**src/rtl/loba_prod_accumulator.sv**
```systemverilog
// Dot-product accumulator for LOBA multiplier products, with valid/ready on both sides.
// Optional build macro LOBA_ACC_SAT_EN: saturate the accumulator on overflow instead of wrapping.
module loba_prod_accumulator #(
    parameter int PW    = 32,
    parameter int ACC_W = 40,
    parameter int CNT_W = 8
) (
    input  logic             clk,
    input  logic             rst,
    input  logic             in_valid,
    output logic             in_ready,
    input  logic [PW-1:0]    in_prod,
    input  logic             in_last,
    output logic             out_valid,
    input  logic             out_ready,
    output logic [ACC_W-1:0] out_acc,
    output logic [CNT_W-1:0] out_cnt,
    output logic             out_ovf
);

    typedef enum logic {
        ACC  = 1'b0,
        DONE = 1'b1
    } state_t;

    state_t           state;
    logic [ACC_W-1:0] acc;
    logic [CNT_W-1:0] cnt;
    logic             ovf;

    logic             accept;
    logic             out_hs;
    logic             collecting;
    logic [ACC_W-1:0] acc_base;
    logic [CNT_W-1:0] cnt_base;
    logic             ovf_base;
    logic [ACC_W:0]   sum;
    logic             carry;
    logic [ACC_W-1:0] acc_next;
    logic [CNT_W-1:0] cnt_next;

    function automatic logic [CNT_W-1:0] sat_inc(input logic [CNT_W-1:0] value);
        return (&value) ? value : value + CNT_W'(1);
    endfunction

    function automatic logic [ACC_W-1:0] acc_limit(input logic [ACC_W-1:0] raw,
                                                   input logic             wrapped,
                                                   input logic             prior_ovf);
`ifdef LOBA_ACC_SAT_EN
        // Once pinned at all-ones the sum stays there for the rest of the group.
        return (wrapped | prior_ovf) ? '1 : raw;
`else
        return raw;
`endif
    endfunction

    assign collecting = (state == ACC);
    assign in_ready   = collecting | ((state == DONE) & out_ready);
    assign out_valid  = (state == DONE);
    assign accept     = in_valid & in_ready;
    assign out_hs     = out_valid & out_ready;

    // A beat taken in DONE starts a fresh group while the old result leaves.
    assign acc_base = collecting ? acc : '0;
    assign cnt_base = collecting ? cnt : '0;
    assign ovf_base = collecting ? ovf : 1'b0;

    assign sum      = {1'b0, acc_base} + {{(ACC_W + 1 - PW){1'b0}}, in_prod};
    assign carry    = sum[ACC_W];
    assign acc_next = acc_limit(sum[ACC_W-1:0], carry, ovf_base);
    assign cnt_next = sat_inc(cnt_base);

    always_ff @(posedge clk or posedge rst) begin
        if (rst) begin
            state <= ACC;
            acc   <= '0;
            cnt   <= '0;
            ovf   <= 1'b0;
        end else if (accept) begin
            acc   <= acc_next;
            cnt   <= cnt_next;
            ovf   <= ovf_base | carry;
            state <= in_last ? DONE : ACC;
        end else if (out_hs) begin
            state <= ACC;
            acc   <= '0;
            cnt   <= '0;
            ovf   <= 1'b0;
        end
    end

    assign out_acc = acc;
    assign out_cnt = cnt;
    assign out_ovf = ovf;

endmodule

```
**config.mk**
```make
export PLATFORM = sky130hd
export DESIGN_NAME = loba_prod_accumulator
export DESIGN_NICKNAME = d
export VERILOG_FILES = /design/src/rtl/loba_prod_accumulator.sv
export SDC_FILE = /design/constraint.sdc
export NUM_CORES = 1
export LEC_CHECK = 0
export CORE_MARGIN = 3
export CORE_UTILIZATION = 52
export CTS_CLUSTER_DIAMETER = 100
export DETAILED_ROUTE_END_ITERATION = 16
export GPL_TIMING_DRIVEN = 0
export PLACE_DENSITY = 0.8
export SYNTH_ARGS = -nofsm -noshare
export SYNTH_HDL_FRONTEND = slang
export SYNTH_SLANG_ARGS = --single-unit
```
**constraint.sdc**
```tcl
create_clock -name clk -period 4.05 [get_ports clk]
set_input_delay 0.81 -clock clk [delete_from_list [all_inputs] [get_ports clk]]
set_output_delay 0.81 -clock clk [all_outputs]
set_load 0.005 [all_outputs]
```
==> metrics.md <==
| Metric | Value |
|---|---|
| Status | `finished clean` |
| Crit-path max FO | `10` |
| Layout cell share with drive strength beyond 1 | `4.22%` |
| Clock latency on the worst-skew pair | `roughly 310 ps` |
| Synthesized area | `between 4000 and 5000 sq um` |
| Final setup viols | `0` |
| RSZ-0062 raised after global routing | `no` |
| Post-synth ARST share | `100%` |
| Grt total ovfl | `0` |
| Die Width | `95.8 um` |
| Clk_skew | `between 10 and 15 ps` |
| Share of the synthesized area in the top cell type | `between 20 and 30%` |
| CP startpoint | `out_valid` |
| VDD IR max | `approximately 0.0003 V` |
| # diodes | `0` |
| Final period util | `about nine tenths` |
| Clock sink total | `50` |
| Buf+Inv Stages, Crit Path | `2` |
| Die height | `about 96 um` |
| CP Class | `register to register` |
| Drc violations | `0` |
| Leading area contributor after synthesis | `dfrtp_1` |
| Top-count cell post-synth | `nand2_1` |
| Critical Path Source Type | `register` |
| Avg Cell Area, Syn | `roughly 8 sq um` |
| Largest cells by area after synthesis | `dfrtp_1 (30%), ha_1 (9.8%), o21ai_0 (6.9%), nor2b_1 (6.6%), nand2_1 (6.2%)` |
| Hold Path Depth | `2` |
| Worst path top cell family by delay | `compound AO/OA/AOI/OAI gates` |
| Reg clk slew, reported paths | `roughly 100 ps` |
| Worst Hold End | `out_acc[12]` |
| Worst R2R Path Depth | `13` |
| Total CTS buffers | `5` |
| I/O Buffers | `87` |
| Sequence of cells on the critical path | `clkbuf_2 -> clkbuf_1 -> nor2b_1 -> ha_1 -> fa_1 -> a21oi_1 -> o22ai_1 -> o22ai_2 -> o31ai_4 -> a21oi_2 -> nor3_1 -> or3_1 -> a32o_1` |
| IO Pins | `~90` |
| DP Cell Count | `710` |
| Number of library cell types mapped by synthesis | `a little over 50` |
| Final hold slack | `509 ps` |
| Largest net degree at the start of global routing | `38` |
| WL final | `11300 um` |
| 1st-pass router iterations | `5` |
| Clock Path Buffers | `2` |
| Worst EP required | `between 4000 and 5000 ps` |
| Crit path arrival time | `roughly 4000 ps` |
| Fillers | `just under 700` |
| Clock H-tree levels | `2` |
| Post-Synthesis Cells | `520` |
| Total Power | `around 2800 uW` |
| ANT nets after route | `0` |
| CTS tree | `done` |
| Vias in the first global route | `roughly 4.1k` |
| Leakage | `~0.0023 uW` |
| Top cells by count, synth | `nand2_1 (69), o21ai_0 (58), dfrtp_1 (50), nor2b_1 (44), a21oi_1 (34)` |
| Clock Root Buffer | `clkbuf_8` |
| CTS Hold Bufs | `0` |
| Via count | `approximately 4.2k` |
| Worst R2R End | `out_acc[30]` |
| MaxCap Viol Count | `0` |
| RePlAce Congestion | `between 0.9 and 1` |
| Worst hold path startpoint | `out_acc[12]` |
| Synth Flop Type | `dfrtp_1` |
| CP Capture Type | `register` |
| Highest Clock Rate | `271 MHz` |
| Critical Path Max Stage Delay | `440 ps` |
| Worst-margin pin slew | `between 500 and 600 ps` |
| Fin. max-slew vios | `0` |
| Number of vias per cell | `5.84` |
| Site Rows | `32` |
| Fin Setup TNS | `0 ps` |
| Hold Vio Cnt, Final | `0` |
| DR WL/cell | `roughly 16 um` |
| RR Startpoint | `out_valid` |
| Core ar. | `roughly 7800 sq um` |
| Sequential area share after synthesis | `between 20% and 30%` |
| R2R Setup Slk | `about 360 ps` |
| Fin crit period | `roughly 3700 ps` |
| Number of synthesis warnings | `0` |
| Slew HR | `between 60% and 70%` |
| Total power density per cell area | `~530 nW/um^2` |
| HP Class | `register to register` |
| EDFF count, synth | `0` |
| DP HPWL | `around 8900 um` |
| First-pass GRT wire length | `19000 um` |
| Area grow syn2layout | `26.4%` |
| Die ar. | `a little over 9000 sq um` |
| Initial Util | `between 50% and 60%` |
| Post-synth net total | `591` |
| Cell Count, Final, Fillers Out | `between 700 and 800` |
| Synth Register Bits | `50` |
| Violation count after the first detailed-route iteration | `251` |
| Gr usage total | `25.8%` |
| Slowest stage cell, crit path | `dfrtp_1` |
| Final net count | `686` |
| Antenna violations before repair | `0` |
-- cell families after synthesis --
group | after synthesis | synth area share (%)
and+or+nand+nor | 198 | 23.5
AOI/OAI and AO/OA | 170 | 26.3
DFF | 50 | 29.8
buffers and inverters | 36 | 3.25
adders and majority gates | 34 | 10.3
xor gates and xnor gates | 28 | 5.85
muxes | 4 | 0.955
-- layout by cell type (no fill, tap or decap), drive strengths merged, types with 2 or more instances in the layout --
cell / Yosys / routed
or3: 2 / 2
nand4: 15 / 15
o41ai: 3 / 3
o211ai: 6 / 6
buf: 1 / 2
nor2b: 44 / 44
nand3b: 2 / 2
nor3: 8 / 8
dfrtp: 50 / 50
xor2: 12 / 12
nand2b: 2 / 2
a211oi: 4 / 4
ha: 33 / 33
clkinv: 0 / 2
o2111ai: 2 / 2
o21bai: 6 / 6
o31ai: 4 / 4
nand3: 9 / 9
and2: 6 / 6
xnor2: 16 / 16
inv: 12 / 12
o21ai: 58 / 58
and4: 2 / 2
a32o: 2 / 2
o21a: 5 / 5
clkdlybuf4s50: 0 / 87
o22ai: 3 / 3
a21o: 22 / 22
a21oi: 36 / 36
mux2i: 4 / 4
a22o: 6 / 6
and3: 5 / 5
clkbuf: 23 / 29
nor2: 31 / 31
a31oi: 7 / 7
nand2: 71 / 71
-- timing repair --
item / 4_1_cts / 5_1_grt
setup endpoints to repair: 0 / 8
setup buffers: 0 / 0
gates resized for setup: 0 / 4
hold endpoints to repair: 0 / 0
-- stage by stage --
step	instance area (sq um)	utilization (%)	setup slack, ps
after detailed placement	5210	67.1	219
after global placement	5190	66.8	250
after CTS	5300	68.2	205
final	5300	68.2	358
after global routing	5300	68.2	116
after floorplan	4190	-	831
-- worst max-delay path by stage --
| stage | to | slack, ps | cells after the start |
|---|---|---|---|
| 2_1_floorplan | out_acc[30] | 830 | 13 |
| 5_1_grt | out_acc[30] | 120 | 13 |
| 6_report | out_acc[30] | 360 | 13 |
| 4_1_cts | out_acc[35] | 200 | 12 |
| 3_3_place_gp | out_acc[30] | 250 | 13 |
| 3_5_place_dp | out_acc[30] | 220 | 13 |
-- worst register-to-register path, delay by kind of cell, from the launching register on --
kind | cells | cell delay (ps)
adder cells (fa/ha/maj) | 2 | 630
AND/OR/NAND/NOR | 3 | 550
flip-flops | 1 | 440
buffers and inverters | 2 | 650
AO/OA/AOI/OAI | 6 | 1330
-- registers in the layout, summed over array words and instances, names as in the netlist --
register / cells
out_ovf: 1
out_valid: 1
out_cnt: 8
out_acc: 40
-- layout make-up --
class | instances | area [sq um] | area share (%)
multi-input combinational | 434 | 2810 | 52.9
buffer | 24 | 93.8 | 1.77
sequential | 50 | 1250 | 23.6
clock inverter | 2 | 13.8 | 0.260
clock buffer | 6 | 72.6 | 1.37
inverter | 12 | 45.0 | 0.850
timing repair buffer | 88 | 891 | 16.8
tap | 102 | 128 | 2.41
-- power by group --
group / switching (uW) / total, uW / internal [uW]
registers: 136 / 797 / 661
clock network: 180 / 303 / 123
logic: 855 / 1700 / 844
-- layer usage --
layer  routed length (um)  part of all wire, %  GRT usage (%)
met3                  640                  5.6           3.21
met5                    0                    0              0
met4                  178                  1.6           7.35
met1                 5170                   46           36.0
met2                 5350                   47           41.9
No activity file was read; power rests on OpenSTA's default activity.
